===== config.mk =====
export PLATFORM = sky130hd
export DESIGN_NAME = mem_access_unit_flat
export DESIGN_NICKNAME = d
export VERILOG_FILES = /design/src/rtl/mem_access_pkg.sv /design/src/rtl/mem_access_unit_if.sv /design/src/rtl/mem_load_ext.sv /design/src/rtl/mem_access_unit.sv /design/src/flat_wrapper.sv
export SDC_FILE = /design/constraint.sdc
export NUM_CORES = 1
export LEC_CHECK = 0
export CORE_MARGIN = 3
export CORE_UTILIZATION = 38
export CTS_CLUSTER_SIZE = 25
export DETAILED_ROUTE_END_ITERATION = 12
export PLACE_DENSITY_LB_ADDON = 0.3
export SLEW_MARGIN = 20
export SYNTH_ARGS = -nofsm -noshare
export SYNTH_HDL_FRONTEND = slang
export SYNTH_SLANG_ARGS = --single-unit

===== constraint.sdc =====
create_clock -name clk -period 1.9 [get_ports clk]
set_input_delay 0.38 -clock clk [delete_from_list [all_inputs] [get_ports clk]]
set_output_delay 0.38 -clock clk [all_outputs]
set_load 0.05 [all_outputs]

===== src/rtl/mem_access_pkg.sv =====
// Shared definitions for the memory access unit: Funct3 access-size codes,
// FSM state type and the store-side byte-enable / lane-replication helpers.
package mem_access_pkg;

    localparam logic [2:0] F3_B  = 3'b000;
    localparam logic [2:0] F3_H  = 3'b001;
    localparam logic [2:0] F3_W  = 3'b010;
    localparam logic [2:0] F3_BU = 3'b100;
    localparam logic [2:0] F3_HU = 3'b101;

    typedef enum logic [1:0] {
        ST_IDLE = 2'd0,
        ST_BUSY = 2'd1,
        ST_DONE = 2'd2
    } state_t;

    // Funct3[1:0] carries the size: 00 byte, 01 half, anything else word.
    function automatic logic [3:0] byte_enables(input logic [2:0] f3, input logic [1:0] a);
        case (f3[1:0])
            2'b00:   byte_enables = 4'b0001 << a;
            2'b01:   byte_enables = a[1] ? 4'b1100 : 4'b0011;
            default: byte_enables = 4'b1111;
        endcase
    endfunction

    // Store data replicated across every lane so the SRAM picks it up via mem_be.
    function automatic logic [31:0] lane_data(input logic [2:0] f3, input logic [31:0] d);
        case (f3[1:0])
            2'b00:   lane_data = {4{d[7:0]}};
            2'b01:   lane_data = {2{d[15:0]}};
            default: lane_data = d;
        endcase
    endfunction

endpackage


===== src/rtl/mem_access_unit_if.sv =====
// SRAM-side bus of the memory access unit.
// Handshake: mem_req stays high for every cycle of an access; the SRAM
// completes it by raising mem_ready for one cycle, with mem_rdata valid in
// that same cycle. mem_we/mem_addr/mem_be/mem_wdata are stable while mem_req=1.
interface mem_access_unit_if #(parameter int ADDR_W = 10);
    logic              mem_req;
    logic              mem_we;
    logic [ADDR_W-1:0] mem_addr;
    logic [3:0]        mem_be;
    logic [31:0]       mem_wdata;
    logic              mem_ready;
    logic [31:0]       mem_rdata;

    modport master (output mem_req, mem_we, mem_addr, mem_be, mem_wdata,
                    input  mem_ready, mem_rdata);
    modport slave  (input  mem_req, mem_we, mem_addr, mem_be, mem_wdata,
                    output mem_ready, mem_rdata);
endinterface


===== src/rtl/mem_load_ext.sv =====
// Load lane selection and sign/zero extension of a raw SRAM word.
// Reserved Funct3 codes pass the full word through, like lw.
module mem_load_ext
    import mem_access_pkg::*;
(
    input  logic [31:0] rdata,
    input  logic [1:0]  addr_lo,
    input  logic [2:0]  funct3,
    output logic [31:0] ext
);
    logic [7:0]  byte_sel;
    logic [15:0] half_sel;

    // Pick the addressed lane, then extend according to the access type.
    always_comb begin
        byte_sel = rdata[{addr_lo, 3'b000} +: 8];
        half_sel = addr_lo[1] ? rdata[31:16] : rdata[15:0];
        ext      = rdata;
        case (funct3)
            F3_B:    ext = {{24{byte_sel[7]}}, byte_sel};
            F3_BU:   ext = {24'b0, byte_sel};
            F3_H:    ext = {{16{half_sel[15]}}, half_sel};
            F3_HU:   ext = {16'b0, half_sel};
            default: ext = rdata;
        endcase
    end
endmodule


===== src/rtl/mem_access_unit.sv =====
// MEM-stage memory access unit: turns a load/store request into one SRAM
// access, stalls the pipeline while waiting, and gives up after TIMEOUT
// BUSY cycles. Optional macro MEM_MISALIGN_CHECK_EN rejects misaligned
// half/word accesses without touching the SRAM.
module mem_access_unit
    import mem_access_pkg::*;
#(
    parameter int ADDR_W  = 10,
    parameter int TIMEOUT = 16
) (
    input  logic        clk,
    input  logic        rst_n,
    input  logic        MemRead,
    input  logic        MemWrite,
    input  logic [2:0]  Funct3,
    input  logic [31:0] Addr,
    input  logic [31:0] WrData,
    output logic [31:0] RdData,
    output logic        Stall,
    output logic        Done,
    output logic        Err,
    output state_t      state_dbg,
    mem_access_unit_if.master mem
);
    localparam int CNT_W = $clog2(TIMEOUT + 1);

    state_t            state, state_nx;
    logic [CNT_W-1:0]  cnt;
    logic              is_load_q;
    logic [2:0]        f3_q;
    logic [1:0]        alo_q;
    logic              err_q;
    logic [31:0]       ext_data;
    logic              req, misalign, start, ready_hit, timeout_hit, fail_fast;
    logic              addr_unused;

    assign addr_unused = ^Addr[31:ADDR_W+2];
    assign req         = MemRead | MemWrite;

`ifdef MEM_MISALIGN_CHECK_EN
    assign misalign = ((Funct3[1:0] == 2'b01) && Addr[0]) ||
                      (Funct3[1] && (Addr[1:0] != 2'b00));
`else
    assign misalign = 1'b0;
`endif

    mem_load_ext u_load_ext (
        .rdata   (mem.mem_rdata),
        .addr_lo (alo_q),
        .funct3  (f3_q),
        .ext     (ext_data)
    );

    // State register.
    always_ff @(posedge clk) begin
        if (!rst_n) state <= ST_IDLE;
        else        state <= state_nx;
    end

    // Next-state decode and transition strobes.
    always_comb begin
        state_nx    = state;
        start       = 1'b0;
        ready_hit   = 1'b0;
        timeout_hit = 1'b0;
        fail_fast   = 1'b0;
        case (state)
            ST_IDLE: begin
                if (req) begin
                    if (misalign) begin
                        fail_fast = 1'b1;
                        state_nx  = ST_DONE;
                    end else begin
                        start    = 1'b1;
                        state_nx = ST_BUSY;
                    end
                end
            end
            ST_BUSY: begin
                if (mem.mem_ready) begin
                    ready_hit = 1'b1;
                    state_nx  = ST_DONE;
                end else if (cnt == CNT_W'(TIMEOUT - 1)) begin
                    timeout_hit = 1'b1;
                    state_nx    = ST_DONE;
                end
            end
            ST_DONE: state_nx = ST_IDLE;
            default: state_nx = ST_IDLE;
        endcase
    end

    assign Stall     = ((state == ST_IDLE) && req && !misalign) || (state == ST_BUSY);
    assign Done      = (state == ST_DONE);
    assign Err       = err_q;
    assign state_dbg = state;

    // SRAM request registers, wait counter, load result and error flag.
    always_ff @(posedge clk) begin
        if (!rst_n) begin
            mem.mem_req   <= 1'b0;
            mem.mem_we    <= 1'b0;
            mem.mem_addr  <= '0;
            mem.mem_be    <= 4'b0;
            mem.mem_wdata <= 32'b0;
            RdData        <= 32'b0;
            cnt           <= '0;
            is_load_q     <= 1'b0;
            f3_q          <= 3'b0;
            alo_q         <= 2'b0;
            err_q         <= 1'b0;
        end else begin
            err_q <= timeout_hit | fail_fast;
            if (start) begin
                mem.mem_req   <= 1'b1;
                mem.mem_we    <= MemWrite;
                mem.mem_addr  <= Addr[ADDR_W+1:2];
                mem.mem_be    <= byte_enables(Funct3, Addr[1:0]);
                mem.mem_wdata <= lane_data(Funct3, WrData);
                is_load_q     <= ~MemWrite;
                f3_q          <= Funct3;
                alo_q         <= Addr[1:0];
                cnt           <= '0;
            end else if (state == ST_BUSY) begin
                cnt <= cnt + 1'b1;
                if (ready_hit || timeout_hit) mem.mem_req <= 1'b0;
                if (ready_hit && is_load_q)   RdData <= ext_data;
                if (timeout_hit)              RdData <= 32'b0;
            end
        end
    end
endmodule


===== src/flat_wrapper.sv =====
// flat-port wrapper written by rule: the top's interface ports become plain ports
module mem_access_unit_flat import mem_access_pkg::*;
#(
    parameter int ADDR_W  = 10,
    parameter int TIMEOUT = 16
)
  (clk, rst_n, MemRead, MemWrite, Funct3, Addr, WrData, RdData, Stall, Done, Err, state_dbg, mem_mem_req, mem_mem_we, mem_mem_addr, mem_mem_be, mem_mem_wdata, mem_mem_ready, mem_mem_rdata);
  mem_access_unit_if #(.ADDR_W(ADDR_W)) mem_i ();
  input  logic clk;
  input  logic rst_n;
  input  logic MemRead;
  input  logic MemWrite;
  input  logic [2:0] Funct3;
  input  logic [31:0] Addr;
  input  logic [31:0] WrData;
  output logic [31:0] RdData;
  output logic Stall;
  output logic Done;
  output logic Err;
  output state_t state_dbg;
  output wire logic [$bits(mem_i.mem_req)-1:0] mem_mem_req;
  output wire logic [$bits(mem_i.mem_we)-1:0] mem_mem_we;
  output wire logic [$bits(mem_i.mem_addr)-1:0] mem_mem_addr;
  output wire logic [$bits(mem_i.mem_be)-1:0] mem_mem_be;
  output wire logic [$bits(mem_i.mem_wdata)-1:0] mem_mem_wdata;
  input wire logic [$bits(mem_i.mem_ready)-1:0] mem_mem_ready;
  input wire logic [$bits(mem_i.mem_rdata)-1:0] mem_mem_rdata;
  assign mem_mem_req = mem_i.mem_req;
  assign mem_mem_we = mem_i.mem_we;
  assign mem_mem_addr = mem_i.mem_addr;
  assign mem_mem_be = mem_i.mem_be;
  assign mem_mem_wdata = mem_i.mem_wdata;
  assign mem_i.mem_ready = mem_mem_ready;
  assign mem_i.mem_rdata = mem_mem_rdata;
  mem_access_unit #(.ADDR_W(ADDR_W), .TIMEOUT(TIMEOUT)) u_core (.clk(clk), .rst_n(rst_n), .MemRead(MemRead), .MemWrite(MemWrite), .Funct3(Funct3), .Addr(Addr), .WrData(WrData), .RdData(RdData), .Stall(Stall), .Done(Done), .Err(Err), .state_dbg(state_dbg), .mem(mem_i));
endmodule

==> results of run 1 <==
## power groups by stage
stage          sequential, mW  combinational [mW]  clock, mW
3_3_place_gp             2.22                1.49          0
5_1_grt                  2.20                1.58       1.62
6_report                 2.18                1.47       1.49
2_1_floorplan            2.61               0.492          0
3_5_place_dp             2.23                1.51          0
4_1_cts                  2.18                1.46       1.54
## sequential cells by signal, indices dropped and copies added, names as in the netlist
signal                count
u_core.RdData            32
u_core.mem.mem_wdata     32
u_core.mem.mem_addr      10
u_core.cnt                5
u_core.mem.mem_be         4
u_core.f3_q               3
u_core.alo_q              2
u_core.state_dbg          2
u_core.Err                1
u_core.is_load_q          1
u_core.mem.mem_req        1
u_core.mem.mem_we         1
## synth_stat cells (5+ instances only)
cell,count
a22o_1,10
a22oi_1,19
clkbuf_1,31
nor2_1,40
o211ai_1,9
dfxtp_1,94
a211oi_1,11
a21oi_1,51
nor2b_1,5
o21ai_0,21
a311oi_1,8
nand2b_1,9
mux2i_1,18
a21o_1,5
inv_1,9
nand2_1,108
## cells by family (layout without fill, tap and decap cells)
kind of cell | after synthesis | count (layout) | synth area share (%)
buffers and inverters | 52 | 236 | 4.97
muxes | 25 | 25 | 7.14
DFF | 94 | 94 | 44.2
adders and majority gates | 2 | 2 | 0.588
xor gates and xnor gates | 3 | 3 | 0.617
AOI/OAI and AO/OA | 160 | 160 | 24.8
and+or+nand+nor | 176 | 176 | 17.6
## area by class of cell
| class | instances | area (µm²) |
|---|---|---|
| clock buffer | 9 | 124 |
| timing repair buffer | 208 | 1920 |
| inverter | 12 | 45.0 |
| clock inverter | 7 | 98.8 |
| multi-input combinational | 366 | 2200 |
| fill | 988 | 4450 |
| sequential | 94 | 1890 |
| tap | 140 | 175 |
## stage by stage
| step | setup TNS (ps) | util, % | std cells | power, mW | hold slack [ps] |
|---|---|---|---|---|---|
| finish | 0 | 59.2 | 836 | 5.14 | 453 |
| floorplan | -41.0 | - | 512 | 3.10 | 454 |
| detailed placement | -5120 | 57.3 | 818 | 3.74 | 446 |
| global placement | -4700 | 57.3 | 818 | 3.72 | 442 |
| global route | -19.4 | 59.2 | 836 | 5.40 | 474 |
| CTS | 0 | 58.6 | 834 | 5.19 | 456 |
## routing by layer
metal	vias to the layer above	part of all wire (%)	global-route usage, %
li1	2181	-	-
met1	1981	42	24.4
met2	166	47	34.5
met3	26	8.5	8.91
met4	0	2.7	8.11
met5	-	0	0
## worst min-delay path: stages (launching register included)
cell and delay, ps:
dfxtp_1 320, nand2_1 50, a21oi_1 50
## worst paths after layout
path                                          endpoint              startpoint  cells past startpoint  slack [ps]
worst min-delay path            u_core.mem.mem_addr[5]  u_core.mem.mem_addr[5]                      2         450
worst max-delay path                 u_core.RdData[10]           u_core.cnt[0]                      8          80
worst max register to register       u_core.RdData[10]           u_core.cnt[0]                      8          80
worst min register to register  u_core.mem.mem_addr[5]  u_core.mem.mem_addr[5]                      2         450
## timing repair
| item | in CTS | in global routing |
|---|---|---|
| setup buffers | 0 | 1 |
| endpoints found under the setup margin | 58 | 25 |
| gates cloned | 0 | 1 |
| gates resized for setup | 58 | 15 |
==> results.md, run 1 <==
* Hold-fix buffers, CTS at 0
* Final setup violation count at 0
* Max Cap Viol at 0
* Most frequent cells in the layout: 108 x nand2_1, 90 x dfxtp_1, 83 x clkdlybuf4s50_1
* Commonest non-fill, non-tap cell in the layout: nand2_1
* Sequential share of power at a little over two fifths
* Die Width at about 110 µm
* Clock skew after layout at between 9 and 10 ps
* FMAX at 0.549 GHz
* Initial Util at a little under 40%
* Largest net degree at the start of global routing at 53
* Reg clk slew, reported paths at 100 ps
* Global-route wire length before repair at about 21 mm
* GP Congestion at between 0.8 and 0.9
* Final instance area at roughly 0.0064 mm²
* Switching power share of the total at between 30% and 40%
* Final hold violations at 0
* Actual slew at the worst max-slew pin at between 500 and 600 ps
* TritonCTS clock tree: yes
* Pwr dens at 798 mW/mm²
* Placement Rows at 38
* Residual DRC at 0
* Clk network pwr share at between 20% and 30%
* DP Worst Slack at -224 ps
* Critical path class: flip-flop to flip-flop
* Core box area at about 0.011 mm²
* # clock sinks at 94
* Vias per cell at between 5 and 6
* Clk buf depth at 2
* Maximum fanout along the worst path at 10
* Diode count at 0
* Yosys cell types at 47
* I/O Pins at 189
* Slowest stage delay, CP at 330 ps
* Buf+Inv Stages, Crit Path at 1
* Status: finished clean
* Wire length per cell at 15.6 µm
* Yosys warns at 0
* Critical Path, Cell by Cell: ha_2 > and3_1 > ha_2 > mux2_4 > a21oi_4 > buf_6 > a22o_1 > a21o_1
* Setup crit end kind: flip-flop
* Critical-path top delay cell: dfxtp_2
* Peak supply drop at 632 µV
* CP startpoint kind: flip-flop
* Vias in the first global route at between 4000 and 5000
* Antenna violations before repair at 0
* Seq/Total Area, Yosys at ~44%
* Synth top area cells: dfxtp_1 44%, nand2_1 9.5%, a21oi_1 6.0%, mux2i_1 4.2%, nor2_1 3.5%
* Post-synth EDFFs at 0
* Port Buffers at around 170
* Worst EP required at ~2200 ps
* Hold Path Class: flip-flop to flip-flop
* Max-slew headroom at 62.1%
* CP dominant cell by count: ha_2
* Tmin final at 1820 ps
* LEAKAGE at a little under 3 nW
* Worst skew pair latency at about 380 ps
* Layout cell share with drive strength beyond 1 at about 15%
* Routed WL at around 13 mm
* Area leader, netlist: dfxtp_1
* HPWL after detailed placement at between 9 and 10 mm
* Critical Path AT at between 2000 and 2500 ps
* Via count at ~4400
* Cell Area, Synth at ~0.0043 mm²
* Max Transition Viols Final at 0
* CTS Buf Count at 9
* Syn_nets at ~620
* Iteration-0 DRC Markers at 209
* Gate Count Post-Synth at approximately 510
* Gr usage total at between 20% and 30%
* Height of the die at between 100 and 150 µm
* Final cycle utilization of the critical path at between 90 and 100%
* NetSw at about 1.7 mW
* Overflow after GRT at 0
* DIE AREA at roughly 0.013 mm²
* Layout net count at 797
* Post-DP Area at around 0.0062 mm²
* Cell family with most CP delay: compound AO/OA/AOI/OAI gates
* Logic gate share of total power at 28.6%
* Routed Antenna Nets at 0
* Synth top area share at between 40 and 50%
* Synthesized area per cell at ~8.3 µm²
* CTS root buf: clkbuf_8
* Area Growth Syn to Fin at 51.3%
* Post-synth top flop: dfxtp_1
* Internal power at 3.41 mW
* Seq cells post-synth at 94
* Fraction of registers with async set/reset at 0%
* Drt first pass iters at 4
* H-tree Lvls at 3
* Worst setup margin at about 78 ps
Note: power is estimated with default switching activity, not from simulation.
==> inputs of run 2 (changes only) <==
--- a/config.mk
+++ b/config.mk
@@ -10,6 +10,7 @@
 export CTS_CLUSTER_SIZE = 25
 export DETAILED_ROUTE_END_ITERATION = 12
 export PLACE_DENSITY_LB_ADDON = 0.3
+export SKIP_LAST_GASP = 1
 export SLEW_MARGIN = 20
 export SYNTH_ARGS = -nofsm -noshare
 export SYNTH_HDL_FRONTEND = slang
==> results of run 2 <==
No change in the layout: final DEF, timing and power equal those of run 1.
==> inputs of run 3 (changes only) <==
--- a/config.mk
+++ b/config.mk
@@ -6,7 +6,7 @@
 export NUM_CORES = 1
 export LEC_CHECK = 0
 export CORE_MARGIN = 3
-export CORE_UTILIZATION = 38
+export CORE_UTILIZATION = 45
 export CTS_CLUSTER_SIZE = 25
 export DETAILED_ROUTE_END_ITERATION = 12
 export PLACE_DENSITY_LB_ADDON = 0.3
==> constraint.sdc (replaced) <==
create_clock -name clk -period 2.1 [get_ports clk]
set_input_delay 0.42 -clock clk [delete_from_list [all_inputs] [get_ports clk]]
set_output_delay 0.42 -clock clk [all_outputs]
set_load 0.05 [all_outputs]
==> run 3 against run 2 <==
  * Clock power shrank 8%
  * Hold slack gained 6.0 ps
  * Cell area is essentially flat
  * Combinational power shrank 7%
  * Sequential power shrank 9.2%
  * Cell count shrank 5.1%
  * First-iteration DRC count grew 2.9%
  * Clock-buffer cell count is the same
  * Wire length shrank 0.99%
  * Critical path depth shrank 7
  * Die area shrank 15%
==> results.md, run 3 (synthesis results as in run 1) <==
* Iteration-0 DRC Markers at 215 (was 209)
* Routed WL at 12.9 mm (was 13.1 mm)
* Via count at 4453 (was 4354)
* Max layer used: met4 (unchanged)
* Peak supply drop at 412 µV (was 632 µV)
* Commonest non-fill, non-tap cell in the layout: clkdlybuf4s50_1 (was nand2_1)
* Antenna violations before repair at 0 (unchanged)
* RSZ-0062 raised after global routing: no
* Residual DRC at 0 (unchanged)
* Placed Cells at 777 (was 818)
* Clk buf depth at 2 (unchanged)
* Height of the die at 103 µm (was 112 µm)
* Largest net degree at the start of global routing at 56 (was 53)
* GP Congestion at 0.844 (was 0.838)
* DIE AREA at 0.0107 mm² (was 0.0125 mm²)
* CTS resizes at 1 (was 58)
* Critical path class: flip-flop to primary output (was flip-flop to flip-flop)
* R2r setup slk at 150 ps (was 80 ps)
* Clk network pwr share at 29.0% (was 28.9%)
* NetSw at 1.58 mW (was 1.73 mW)
* Drt first pass iters at 5 (was 4)
* TritonCTS clock tree: yes (unchanged)
* CTS Buf Count at 9 (unchanged)
* Core box area at 0.00893 mm² (was 0.0109 mm²)
* Worst skew pair latency at 360 ps (was 380 ps)
* Wire length per cell at 16.3 µm (was 15.6 µm)
* Critical Path, Cell by Cell: clkdlybuf4s50_1 (was ha_2 > and3_1 > ha_2 > mux2_4 > a21oi_4 > buf_6 > a22o_1 > a21o_1)
* I/O Pins at 189 (unchanged)
* Layout net count at 786 (was 797)
* Port Buffers at 168 (unchanged)
* Reg2reg start: u_core.cnt[0] (unchanged)
* Diode count at 0 (unchanged)
* WHS Endpoint: u_core.mem.mem_wdata[5] (was u_core.mem.mem_addr[5])
* Final cycle utilization of the critical path at a little over nine tenths
* CTS root buf: clkbuf_8 (unchanged)
* CP startpoint kind: flip-flop (unchanged)
* WL met2 at 5.97 mm (was 6.11 mm)
* Setup_tns at 0 ps (unchanged)
* Cell depth of the worst hold path at 2 (unchanged)
* Hold Path Class: flip-flop to flip-flop (unchanged)
* Global-route wire length before repair at 20.4 mm (was 21.4 mm)
* Post-CTS Setup Repair Bufs at 0 (unchanged)
* Layout cell share with drive strength beyond 1 at 8.91% (was 14.7%)
* FMAX at a little under 0.5 GHz
* Pwr dens at 733 mW/mm² (was 798 mW/mm²)
* Internal power at 3.14 mW (was 3.41 mW)
* LEAKAGE at 2.59 nW (was 2.92 nW)
* Vias in the first global route at 4166 (was 4335)
* Critical-path top delay cell: clkdlybuf4s50_1 (was dfxtp_2)
* Maximum fanout along the worst path at 6 (was 10)
* Setup crit end kind: primary output (was flip-flop)
* Worst EP required at 1680 ps (was 2240 ps)
* Largest registers: u_core.RdData: 32 flops, u_core.mem.mem_wdata: 32 flops, u_core.mem.mem_addr: 10 flops (unchanged)
* Area Growth Syn to Fin at 51.3% (about the same)
* Critical Path AT at 1610 ps (was 2160 ps)
* Switching power share of the total at 33.5% (was 33.7%)
* Die Width at 103 µm (was 112 µm)
* Tmin final at about 2000 ps
* H-tree Lvls at 3 (unchanged)
* Final setup violation count at 0 (unchanged)
* Routed Antenna Nets at 0 (unchanged)
* R2R cell count at 8 (unchanged)
* Crit path depth at 1 (was 8)
* Initial Util at 47.6% (was 39.1%)
* Most frequent cells in the layout: 166 x clkdlybuf4s50_1, 108 x nand2_1, 92 x dfxtp_1 (was 108 x nand2_1, 90 x dfxtp_1, 83 x clkdlybuf4s50_1)
* Overflow after GRT at 0 (unchanged)
* Non-Filler Instances at 793 (was 836)
* Actual slew at the worst max-slew pin at 549 ps (was 568 ps)
* FF-to-FF End: u_core.RdData[19] (was u_core.RdData[10])
* Slowest stage delay, CP at 840 ps (was 330 ps)
* Power Total at 4.72 mW (was 5.14 mW)
* Max Cap Viol at 0 (unchanged)
* # clock sinks at 94 (unchanged)
* Clock skew after layout at 11.3 ps (was 9.14 ps)
* Max-slew headroom at 63.3% (was 62.1%)
* Cell family with most CP delay: buffers and inverters (was compound AO/OA/AOI/OAI gates)
* Gr usage total at 24.3% (was 21.0%)
* Logic gate share of total power at 29.1% (was 28.6%)
* Sequential share of power at 41.9% (was 42.4%)
* M1 WL at 5.30 mm (was 5.48 mm)
* Max Transition Viols Final at 0 (unchanged)
* Hold-fix buffers, CTS at 0 (unchanged)
* Status: finished clean (unchanged)
* Met3 wire length at 1.37 mm (was 1.12 mm)
* Final hold violations at 0 (unchanged)
* Buf+Inv Stages, Crit Path at 1 (unchanged)
* Reg clk slew, reported paths at 100 ps (about the same)
* Vias per cell at 5.62 (was 5.21)
* Placement Rows at 34 (was 38)
* Min-delay src: u_core.mem.mem_wdata[5] (was u_core.mem.mem_addr[5])
* HPWL after detailed placement at 9.50 mm (was 9.84 mm)
run 3: cell count changes in the layout (fill, tap and decap cells not counted), moves of 2 or more:
cell             change
clkinvlp_4           -2
buf_6                -3
ha_2                 -2
inv_6                +2
ha_1                 +2
dlygate4sd2_1       -57
clkdlybuf4s50_1     +83
buf_12               +2
dfxtp_1              +2
dfxtp_2              -2
buf_4               -34
run 3: how the worst max path moves through the flow:
stage | startpoint | to | slack, ps
final | u_core.state_dbg[0] | state_dbg[0] | 70
after global placement | rst_n | u_core.RdData[31] | -50
after floorplan | u_core.state_dbg[0] | Stall | 120
after global routing | u_core.cnt[0] | u_core.RdData[19] | 30
after CTS | u_core.state_dbg[0] | state_dbg[0] | 60
after detailed placement | mem_mem_rdata[15] | u_core.RdData[19] | -80
run 3: per-layer routing:
metal  track usage [%]  vias up
met5                 0        -
met4              8.67        0
met3              9.19       25
met2              38.9      203
met1              30.0     2070
li1                  -     2155
run 3: worst reg2reg max path, cell delays in order (launching register included):
cell	delay, ps
dfxtp_1	350
ha_1	220
and3_1	180
ha_1	230
mux2_2	280
a21oi_2	160
buf_4	260
a22oi_1	130
nand2_1	80
run 3: power groups by stage:
stage | Sequential (mW) | Combinational [mW] | Clock [mW]
after floorplan | 2.36 | 0.445 | 0
after global placement | 2.01 | 1.34 | 0
after detailed placement | 2.02 | 1.37 | 0
after CTS | 1.97 | 1.38 | 1.40
after global routing | 1.99 | 1.46 | 1.48
final | 1.98 | 1.37 | 1.37
run 3: cell type report:
cell class	instances	area [µm²]
Clock inverter	7	104
Multi-Input combinational cell	366	2180
Tap cell	108	135
Sequential cell	94	1880
Fill cell	689	2490
Timing Repair Buffer	197	1970
Inverter	12	45.0
Clock buffer	9	124
run 3: per-stage QoR:
step / utilization, % / cell area [µm²] / hold WS [ps] / setup slack [ps]
6_report: 72.1 / 6440 / 459 / 74.5
5_1_grt: 72.1 / 6440 / 478 / 31.4
4_1_cts: 72.1 / 6440 / 460 / 63.3
3_5_place_dp: 69.6 / 6210 / 447 / -81.2
3_3_place_gp: 69.6 / 6210 / 440 / -54.8
2_1_floorplan: - / 4260 / 454 / 119
